$ cat config.mk
export PLATFORM = sky130hd
export DESIGN_NAME = abs_diff_approx_pipe
export DESIGN_NICKNAME = d
export VERILOG_FILES = /design/src/rtl/abs_diff_pkg.sv /design/src/rtl/abs_diff_err_stats.sv /design/src/rtl/abs_diff_approx_pipe.sv
export SDC_FILE = /design/constraint.sdc
export NUM_CORES = 1
export LEC_CHECK = 0
export ABC_AREA = 1
export BUFFER_PORTS_ARGS = -buffer_cell sky130_fd_sc_hd__buf_4
export CAP_MARGIN = 10
export CORE_MARGIN = 5
export CORE_UTILIZATION = 30
export DETAILED_ROUTE_END_ITERATION = 10
export HOLD_SLACK_MARGIN = 0.06
export MAX_ROUTING_LAYER = met4
export SKIP_LAST_GASP = 1
export SYNTH_ARGS = -nofsm -noshare
export SYNTH_HDL_FRONTEND = slang
export SYNTH_SLANG_ARGS = --single-unit
export TNS_END_PERCENT = 30
$ cat constraint.sdc
create_clock -name clk -period 2.4 [get_ports clk]
set_input_delay 0.36 -clock clk [delete_from_list [all_inputs] [get_ports clk]]
set_output_delay 0.36 -clock clk [all_outputs]
set_load 0.02 [all_outputs]
$ cat src/rtl/abs_diff_pkg.sv
// Shared helpers for the abs-diff pipeline: magnitude, LSB truncation and
// saturating increment. Functions work on a MAX_W-bit container; callers
// zero-extend their operands in and cast the result back to their own width.
package abs_diff_pkg;

    localparam int MAX_W = 32;

    // Unsigned magnitude of a-b.
    function automatic logic [MAX_W-1:0] abs_mag(input logic [MAX_W-1:0] a,
                                                 input logic [MAX_W-1:0] b);
        return (a >= b) ? (a - b) : (b - a);
    endfunction

    // Clear the low n bits of x.
    function automatic logic [MAX_W-1:0] trunc_lsb(input logic [MAX_W-1:0] x,
                                                   input int n);
        logic [MAX_W-1:0] mask;
        mask = '1;
        for (int i = 0; i < MAX_W; i++) begin
            if (i < n) mask[i] = 1'b0;
        end
        return x & mask;
    endfunction

    // Increment x treated as a w-bit counter, sticking at all-ones.
    function automatic logic [MAX_W-1:0] sat_inc(input logic [MAX_W-1:0] x,
                                                 input int w);
        logic [MAX_W-1:0] ones;
        ones = '0;
        for (int i = 0; i < MAX_W; i++) begin
            if (i < w) ones[i] = 1'b1;
        end
        return (x == ones) ? x : (x + 1'b1);
    endfunction

endpackage

$ cat src/rtl/abs_diff_err_stats.sv
// Error statistics: delivered-sample count, threshold violations and the
// largest error seen. Counters saturate; clear beats a coincident sample.
module abs_diff_err_stats
    import abs_diff_pkg::*;
#(
    parameter int WIDTH = 8,
    parameter int CNT_W = 16,
    parameter int ET    = 1
) (
    input  logic             clk,
    input  logic             rst_n,
    input  logic             fire,
    input  logic [WIDTH-1:0] err,
    input  logic             clear_stats,
    output logic [CNT_W-1:0] sample_cnt,
    output logic [CNT_W-1:0] viol_cnt,
    output logic [WIDTH-1:0] max_err
);

    localparam logic [WIDTH-1:0] ET_W = WIDTH'(ET);

    logic [CNT_W-1:0] sample_cnt_q, sample_cnt_d;
    logic [CNT_W-1:0] viol_cnt_q, viol_cnt_d;
    logic [WIDTH-1:0] max_err_q, max_err_d;

    // Next-state: clear first, otherwise fold in the delivered sample.
    always_comb begin
        sample_cnt_d = sample_cnt_q;
        viol_cnt_d   = viol_cnt_q;
        max_err_d    = max_err_q;
        if (clear_stats) begin
            sample_cnt_d = '0;
            viol_cnt_d   = '0;
            max_err_d    = '0;
        end else if (fire) begin
            sample_cnt_d = CNT_W'(sat_inc(MAX_W'(sample_cnt_q), CNT_W));
            if (err > ET_W) viol_cnt_d = CNT_W'(sat_inc(MAX_W'(viol_cnt_q), CNT_W));
            if (err > max_err_q) max_err_d = err;
        end
    end

    // Statistics registers.
    always_ff @(posedge clk or negedge rst_n) begin
        if (!rst_n) begin
            sample_cnt_q <= '0;
            viol_cnt_q   <= '0;
            max_err_q    <= '0;
        end else begin
            sample_cnt_q <= sample_cnt_d;
            viol_cnt_q   <= viol_cnt_d;
            max_err_q    <= max_err_d;
        end
    end

    assign sample_cnt = sample_cnt_q;
    assign viol_cnt   = viol_cnt_q;
    assign max_err    = max_err_q;

endmodule

$ cat src/rtl/abs_diff_approx_pipe.sv
// Two-stage |a-b| with exact or LSB-truncated result and on-line error
// statistics. Stage 1 holds both signed-extended differences for exact and
// truncated operands; stage 2 picks magnitudes and the per-sample error.
// Both stages advance together whenever the output slot is free or drained.
module abs_diff_approx_pipe
    import abs_diff_pkg::*;
#(
    parameter int WIDTH = 8,
    parameter int TRUNC = 2,
    parameter int ET    = 1,
    parameter int CNT_W = 16
) (
    input  logic             clk,
    input  logic             rst_n,
    input  logic             in_valid,
    output logic             in_ready,
    input  logic [WIDTH-1:0] in_a,
    input  logic [WIDTH-1:0] in_b,
    input  logic             approx_en,
    output logic             out_valid,
    input  logic             out_ready,
    output logic [WIDTH-1:0] out_diff,
    output logic [WIDTH-1:0] out_err,
    input  logic             clear_stats,
    output logic [CNT_W-1:0] sample_cnt,
    output logic [CNT_W-1:0] viol_cnt,
    output logic [WIDTH-1:0] max_err
);

    localparam int STAGES = 2;

    logic              adv;
    logic [STAGES:1]   vld_pipe_q;
    logic [WIDTH-1:0]  a_t, b_t;
    logic [WIDTH:0]    s1_ab_q, s1_ba_q, s1_tab_q, s1_tba_q;
    logic              s1_approx_q;
    logic [WIDTH-1:0]  exact_mag, approx_mag, diff_d, err_d;
    logic [WIDTH-1:0]  out_diff_q, out_err_q;

    assign adv       = !vld_pipe_q[STAGES] || out_ready;
    assign in_ready  = adv;
    assign out_valid = vld_pipe_q[STAGES];

    assign a_t = WIDTH'(trunc_lsb(MAX_W'(in_a), TRUNC));
    assign b_t = WIDTH'(trunc_lsb(MAX_W'(in_b), TRUNC));

    // Valid shift register; a bubble in stage 1 shows up as out_valid=0.
    always_ff @(posedge clk or negedge rst_n) begin
        if (!rst_n) vld_pipe_q <= '0;
        else if (adv) vld_pipe_q <= {vld_pipe_q[STAGES-1:1], in_valid};
    end

    // Stage 1: both operand orders at WIDTH+1 bits; the MSB is the borrow.
    always_ff @(posedge clk or negedge rst_n) begin
        if (!rst_n) begin
            s1_ab_q     <= '0;
            s1_ba_q     <= '0;
            s1_tab_q    <= '0;
            s1_tba_q    <= '0;
            s1_approx_q <= 1'b0;
        end else if (adv && in_valid) begin
            s1_ab_q     <= {1'b0, in_a} - {1'b0, in_b};
            s1_ba_q     <= {1'b0, in_b} - {1'b0, in_a};
            s1_tab_q    <= {1'b0, a_t} - {1'b0, b_t};
            s1_tba_q    <= {1'b0, b_t} - {1'b0, a_t};
            s1_approx_q <= approx_en;
        end
    end

    // Stage 2 select: borrow set means the reversed difference is positive.
    always_comb begin
        exact_mag  = s1_ab_q[WIDTH]  ? s1_ba_q[WIDTH-1:0]  : s1_ab_q[WIDTH-1:0];
        approx_mag = s1_tab_q[WIDTH] ? s1_tba_q[WIDTH-1:0] : s1_tab_q[WIDTH-1:0];
        diff_d     = s1_approx_q ? approx_mag : exact_mag;
        err_d      = WIDTH'(abs_mag(MAX_W'(approx_mag), MAX_W'(exact_mag)));
    end

    // Stage 2 output registers, frozen while the consumer stalls.
    always_ff @(posedge clk or negedge rst_n) begin
        if (!rst_n) begin
            out_diff_q <= '0;
            out_err_q  <= '0;
        end else if (adv && vld_pipe_q[1]) begin
            out_diff_q <= diff_d;
            out_err_q  <= err_d;
        end
    end

    assign out_diff = out_diff_q;
    assign out_err  = out_err_q;

    abs_diff_err_stats #(
        .WIDTH (WIDTH),
        .CNT_W (CNT_W),
        .ET    (ET)
    ) u_stats (
        .clk         (clk),
        .rst_n       (rst_n),
        .fire        (out_valid && out_ready),
        .err         (out_err_q),
        .clear_stats (clear_stats),
        .sample_cnt  (sample_cnt),
        .viol_cnt    (viol_cnt),
        .max_err     (max_err)
    );

endmodule
# After elaboration in Yosys (flattened, before gate mapping)
# Index checks and enable logic that the tools add are counted.
# totals
register_bits	93
output_inout_bits	58
word_cells	56
# classes
n_addsub	8
n_lt_le_gt_ge	3
eq_ne	4
n_mux	19
n_reduce_logical	11
# ops
cell	count
16-bit two-way mux	7
8-bit two-way mux	7
16-bit by 1-bit adder with 16-bit output (second input constant)	2
16-bit equality test	2
8-bit subtractor	4
8-bit by 8-bit subtractor with 9-bit output	2
8-bit >= comparator	1
8-bit by 1-bit > comparator with 1-bit output (second input constant)	1
8-bit > comparator	1
2-bit nonzero test	3
1-bit two-way mux	5
2-bit != test (second input constant)	2
2-bit AND reduction	2
1-bit logical AND	3
3-bit AND reduction	1
1-bit zero test	1
1-bit logical OR	1

# Longest topological paths before layout
# logic_depth
word_depth	9
depth_mapped	17
mapped_depth_nobuf	14

# Hierarchy
# A second synthesis with hierarchy kept.
# unflattened
hier_cells	840
hier_area_um2	6182.2
# modules_own_cells
module	n_inst	cells_per_inst	area_per_inst_um2	seq_area_each_um2
abs_diff_approx_pipe	1	451	3352.0	1176.1
abs_diff_err_stats	1	389	2830.2	1001.0

# Least setup slack after synthesis
# OpenSTA, ideal clock, no wires.
# synth_timing
path_type	reg2reg
from	register s1_ab_q[8]
to	register out_err_q[5], in the netlist out_err[5]
setup_time_ns	0.118
t_arrival_ns	2.068
t_required_ns	2.282
slack_ns	0.214
path_stages_with_launch	14
period_less_slack_ns	2.186
cell_sequence	dfrtp_1 -> buf_2 -> o21ai_0 -> inv_1 -> ha_1 -> a21oi_1 -> nor2_1 -> nor2_1 -> nand2_1 -> buf_2 -> nand2_1 -> nand3_1 -> nand3_1 -> nand2_1
# synth_between
elab_chain_cells	3
elab_cells_between_ends	5
# synth_lines
element	line	rtl
start: declaration	abs_diff_approx_pipe.sv:35	logic [WIDTH:0] s1_ab_q, s1_ba_q, s1_tab_q, s1_tba_q;
start signal: assignment	abs_diff_approx_pipe.sv:62	s1_ab_q <= {1'b0, in_a} - {1'b0, in_b};
8-bit two-way mux *	abs_diff_approx_pipe.sv:72	exact_mag = s1_ab_q[WIDTH] ? s1_ba_q[WIDTH-1:0] : s1_ab_q[WIDTH-1:0];
8-bit subtractor or 8-bit >= comparator (tied branches)	abs_diff_pkg.sv:11	return (a >= b) ? (a - b) : (b - a);
8-bit two-way mux *	abs_diff_pkg.sv:11	
end signal: assignment	abs_diff_approx_pipe.sv:85	out_err_q <= err_d;
end: declaration	abs_diff_approx_pipe.sv:38	logic [WIDTH-1:0] out_diff_q, out_err_q;
# Every way passes the cells marked *; elsewhere a longest branch is shown, timed or not.
# A chain may end at the register's enable or synchronous reset.

# Worst setup path in the final report
# layout_timing
from	register out_err_q[3], in the netlist out_err[3]
to	register u_stats.max_err_q[1], in the netlist u_stats.max_err[1]
# layout_between
elab_chain_cells	3
# layout_lines
element	line	rtl
8-bit > comparator	abs_diff_err_stats.sv:38	if (err > max_err_q) max_err_d = err;
2-bit nonzero test (no source line)	-	
2-bit AND reduction (no source line)	-	
end signal: assignment	abs_diff_err_stats.sv:51	max_err_q <= max_err_d;
end: declaration	abs_diff_err_stats.sv:24	logic [WIDTH-1:0] max_err_q, max_err_d;
# No other way between the ends.

==> flow_metrics.tcl <==
set metrics [dict create \
    status "finished clean" \
    dr_total_vias 5241 \
    post_route_cells_drive_above_1_share 0.148 \
    floorplan.die.width_um 149 \
    n_fill_cell 2096 \
    timing.final.max_slew_violations 0 \
    relSlewSlack 0.516 \
    cts_htree_levels 3 \
    global_route_wire_length_before_repair_mm 24.5 \
    timing.setup.tns_ns 0 \
    critical_path.max_fanout 9 \
    fp.dieH_um 149 \
    grt_start_max_net_pins 62 \
    power_density_nw_per_um2 843 \
    die_area_sq_um 22300 \
    final.min_clock_period_ns 2.11 \
    wl_per_cell_um 12.8 \
    finish.net_count 937 \
    diodes 0 \
    mostFrequentLayoutCells "sky130_fd_sc_hd__nand2_1 (218), sky130_fd_sc_hd__buf_4 (92), sky130_fd_sc_hd__inv_1 (88)" \
    final-seq-area_sq_um 2180 \
    port_buffers 79 \
    hold_viol 0 \
    synth_seq_area_share 0.375 \
    reg2reg_setup_slack_ns 0.29 \
    via_per_inst 4.59 \
    final_common_cell "sky130_fd_sc_hd__nand2_1" \
    cap_viol_max_count 0 \
    pin_count 80 \
    post-place-cells 1124 \
    fp.coreArea_sq_um 19300 \
    gpl.final_weighted_congestion 0.911 \
    worstHoldPathType "in -> reg" \
    synthCells 791 \
    critical_path.endpoint_type "register" \
    drt_first_pass_iters 5 \
    numClockSinks 87 \
    post_cts_buffers 0 \
    required_ns 2.62 \
    synth_cell_types 35 \
    grt_antenna_before_repair 0 \
    post-dp-hpwl_mm 11.2 \
    start_kind "register" \
    leakage_power_nw 3.53 \
    start_util 0.302 \
    drt_iter0_markers 347 \
    synth_area_per_cell_sq_um 7.35 \
    post-route-drc-count 0 \
    ir_worst_vdd_v 0.000327 \
    std_cell_rows 51 \
    globalRouteTotalUtil 0.138 \
    final_min_period_over_clock_period 0.881 \
    global_route.overflow_total 0 \
    ys_ff_latch 87 \
    mappedNetlistNets 857 \
    cts.root.buffer_cell "sky130_fd_sc_hd__clkbuf_16" \
    critical_path_arrival_ns 2.34 \
    cts_tree "built" \
    fin_cells 1141 \
    antenna_left 0 \
    synthToLayoutAreaGrowth_pct 21.6 \
    cts_buffer_depth 2 \
    worst_slew_pin_slew_ns 0.723 \
    numCtsBuffers 9 \
    fmax_ghz 0.473 \
    postRouteWirelength_mm 14.6 \
    ys.warnings.count 0 \
    synthesis.area_sq_um 5810 \
    final.setup_skew_ns 0.00867 \
    rsz0062_at_grt "no" \
    final-setup-viol-count 0 \
    path_clk_slew_ns 0.06 \
    critPathKind "reg -> reg" \
    finalPower_mw 5.96 \
    multi_input_area_sq_um 3190 \
    first_global_vias 4908 \
    insertion_delay_ns 0.34 \
]
==> synth_stat cells <==
cell type / number / share of area
sky130_fd_sc_hd__a31o_2: 4 / 0.0060
sky130_fd_sc_hd__a21o_1: 1 / 0.0013
sky130_fd_sc_hd__clkinv_1: 1 / 0.00065
sky130_fd_sc_hd__nor3b_1: 1 / 0.0013
sky130_fd_sc_hd__mux2i_1: 2 / 0.0034
sky130_fd_sc_hd__nor3_4: 1 / 0.0028
sky130_fd_sc_hd__nand2_1: 219 / 0.14
sky130_fd_sc_hd__buf_6: 3 / 0.0058
sky130_fd_sc_hd__dfrtp_1: 87 / 0.37
sky130_fd_sc_hd__buf_1: 1 / 0.00065
sky130_fd_sc_hd__xnor2_1: 5 / 0.0075
sky130_fd_sc_hd__o31ai_1: 3 / 0.0039
sky130_fd_sc_hd__nand3_1: 56 / 0.048
sky130_fd_sc_hd__nand3b_1: 2 / 0.0026
sky130_fd_sc_hd__a31oi_1: 5 / 0.0054
sky130_fd_sc_hd__o21ai_1: 1 / 0.00086
sky130_fd_sc_hd__clkbuf_1: 16 / 0.010
sky130_fd_sc_hd__or2_2: 6 / 0.0065
sky130_fd_sc_hd__o22ai_1: 2 / 0.0022
sky130_fd_sc_hd__nor4_1: 2 / 0.0022
sky130_fd_sc_hd__xor2_1: 21 / 0.032
sky130_fd_sc_hd__nor3_1: 12 / 0.010
sky130_fd_sc_hd__nand2_2: 2 / 0.0022
sky130_fd_sc_hd__o21ai_0: 78 / 0.067
sky130_fd_sc_hd__nand4_2: 1 / 0.0022
sky130_fd_sc_hd__a21oi_1: 18 / 0.016
sky130_fd_sc_hd__inv_2: 1 / 0.00065
sky130_fd_sc_hd__fa_1: 5 / 0.017
sky130_fd_sc_hd__ha_1: 39 / 0.084
sky130_fd_sc_hd__and2_1: 1 / 0.0011
sky130_fd_sc_hd__nand4_1: 26 / 0.028
sky130_fd_sc_hd__nor2_1: 74 / 0.048
sky130_fd_sc_hd__o21ai_4: 1 / 0.0028
sky130_fd_sc_hd__buf_2: 5 / 0.0043
sky130_fd_sc_hd__inv_1: 89 / 0.057
==> worst paths after layout <==
path,start,to,cells past startpoint
worst min-delay path,approx_en,s1_approx_q$_DFFE_PN0P_,3
worst min register to register,vld_pipe_q[1]$_DFFE_PN0N_,vld_pipe_q[2]$_DFFE_PN0N_,2
max in group asynchronous,rst_n,s1_ab_q[8]$_DFFE_PN0P_,3
worst max-delay path,out_err[3]$_DFFE_PN0P_,u_stats.max_err[1]$_DFFE_PN0P_,7
min in group asynchronous,rst_n,u_stats.sample_cnt[10]$_DFFE_PN0P_,2
worst max register to register,out_err[3]$_DFFE_PN0P_,u_stats.max_err[1]$_DFFE_PN0P_,7
==> per-stage QoR <==
step | hold slack [ns] | setup WS, ns | utilization | area, sq um
after CTS | 0.223 | 0.0630 | 0.366 | 7050
after global routing | 0.257 | 0.0532 | 0.367 | 7070
after floorplan | 0.0644 | 0.214 | - | 5810
after global placement | 0.305 | 0.135 | 0.349 | 6730
after detailed placement | 0.306 | 0.0860 | 0.349 | 6730
final | 0.232 | 0.285 | 0.367 | 7070
==> cell type report <==
| type | count | share of cell area |
|---|---|---|
| Timing Repair Buffer | 94 | 0.102 |
| Clock inverter | 4 | 0.00761 |
| Inverter | 91 | 0.0483 |
| Tap cell | 265 | 0.0469 |
| Clock buffer | 12 | 0.0363 |
| Multi-Input combinational cell | 588 | 0.451 |
| Sequential cell | 87 | 0.308 |
==> routing by layer <==
layer  GRT usage  wire length (um)  up-vias
li1            -                 -     2737
met1       0.191              7280     2371
met2       0.210              6380      117
met3      0.0243               719       16
met4      0.0357               191        0
met5           -                 0        -
==> power breakdown <==
part / switching, mW / internal (mW) / total (mW)
logic: 1.52 / 0.975 / 2.49
registers: 0.263 / 1.74 / 2.01
clock network: 0.596 / 0.867 / 1.46
==> critical path, cell delays in order, from the launching register on <==
cell	delay, ns
sky130_fd_sc_hd__dfrtp_1	0.42
sky130_fd_sc_hd__ha_1	0.33
sky130_fd_sc_hd__nand2_1	0.09
sky130_fd_sc_hd__nor2_1	0.04
sky130_fd_sc_hd__a31oi_1	0.59
sky130_fd_sc_hd__nand2_1	0.34
sky130_fd_sc_hd__nand3_1	0.14
sky130_fd_sc_hd__nand2_1	0.06
==> kinds of logic after synthesis <==
family	count (synthesis)	share of synthesized area
compound gates	113	0.105
flops	87	0.375
mux	2	0.00345
buf+inv	116	0.0799
fa+ha+maj	44	0.101
simple gates	403	0.297
xor+xnor	26	0.0392
==> state kept, by name (all words and copies together), names as in the netlist <==
signal / flops
s1_tab_q: 7
s1_ab_q: 9
s1_ba_q: 7
u_stats.viol_cnt: 16
out_err: 8
out_diff: 8
u_stats.max_err: 8
u_stats.sample_cnt: 16
s1_tba_q: 5
s1_approx_q: 1
vld_pipe_q: 2
==> what timing repair did <==
| action | in CTS | in global routing |
|---|---|---|
| hold buffers | 1 | 0 |
| gates resized for setup | 0 | 7 |
| endpoints found under the setup margin | 0 | 7 |
| hold endpoints to repair | 26 | 0 |
No activity file was read; power rests on OpenSTA's default activity.
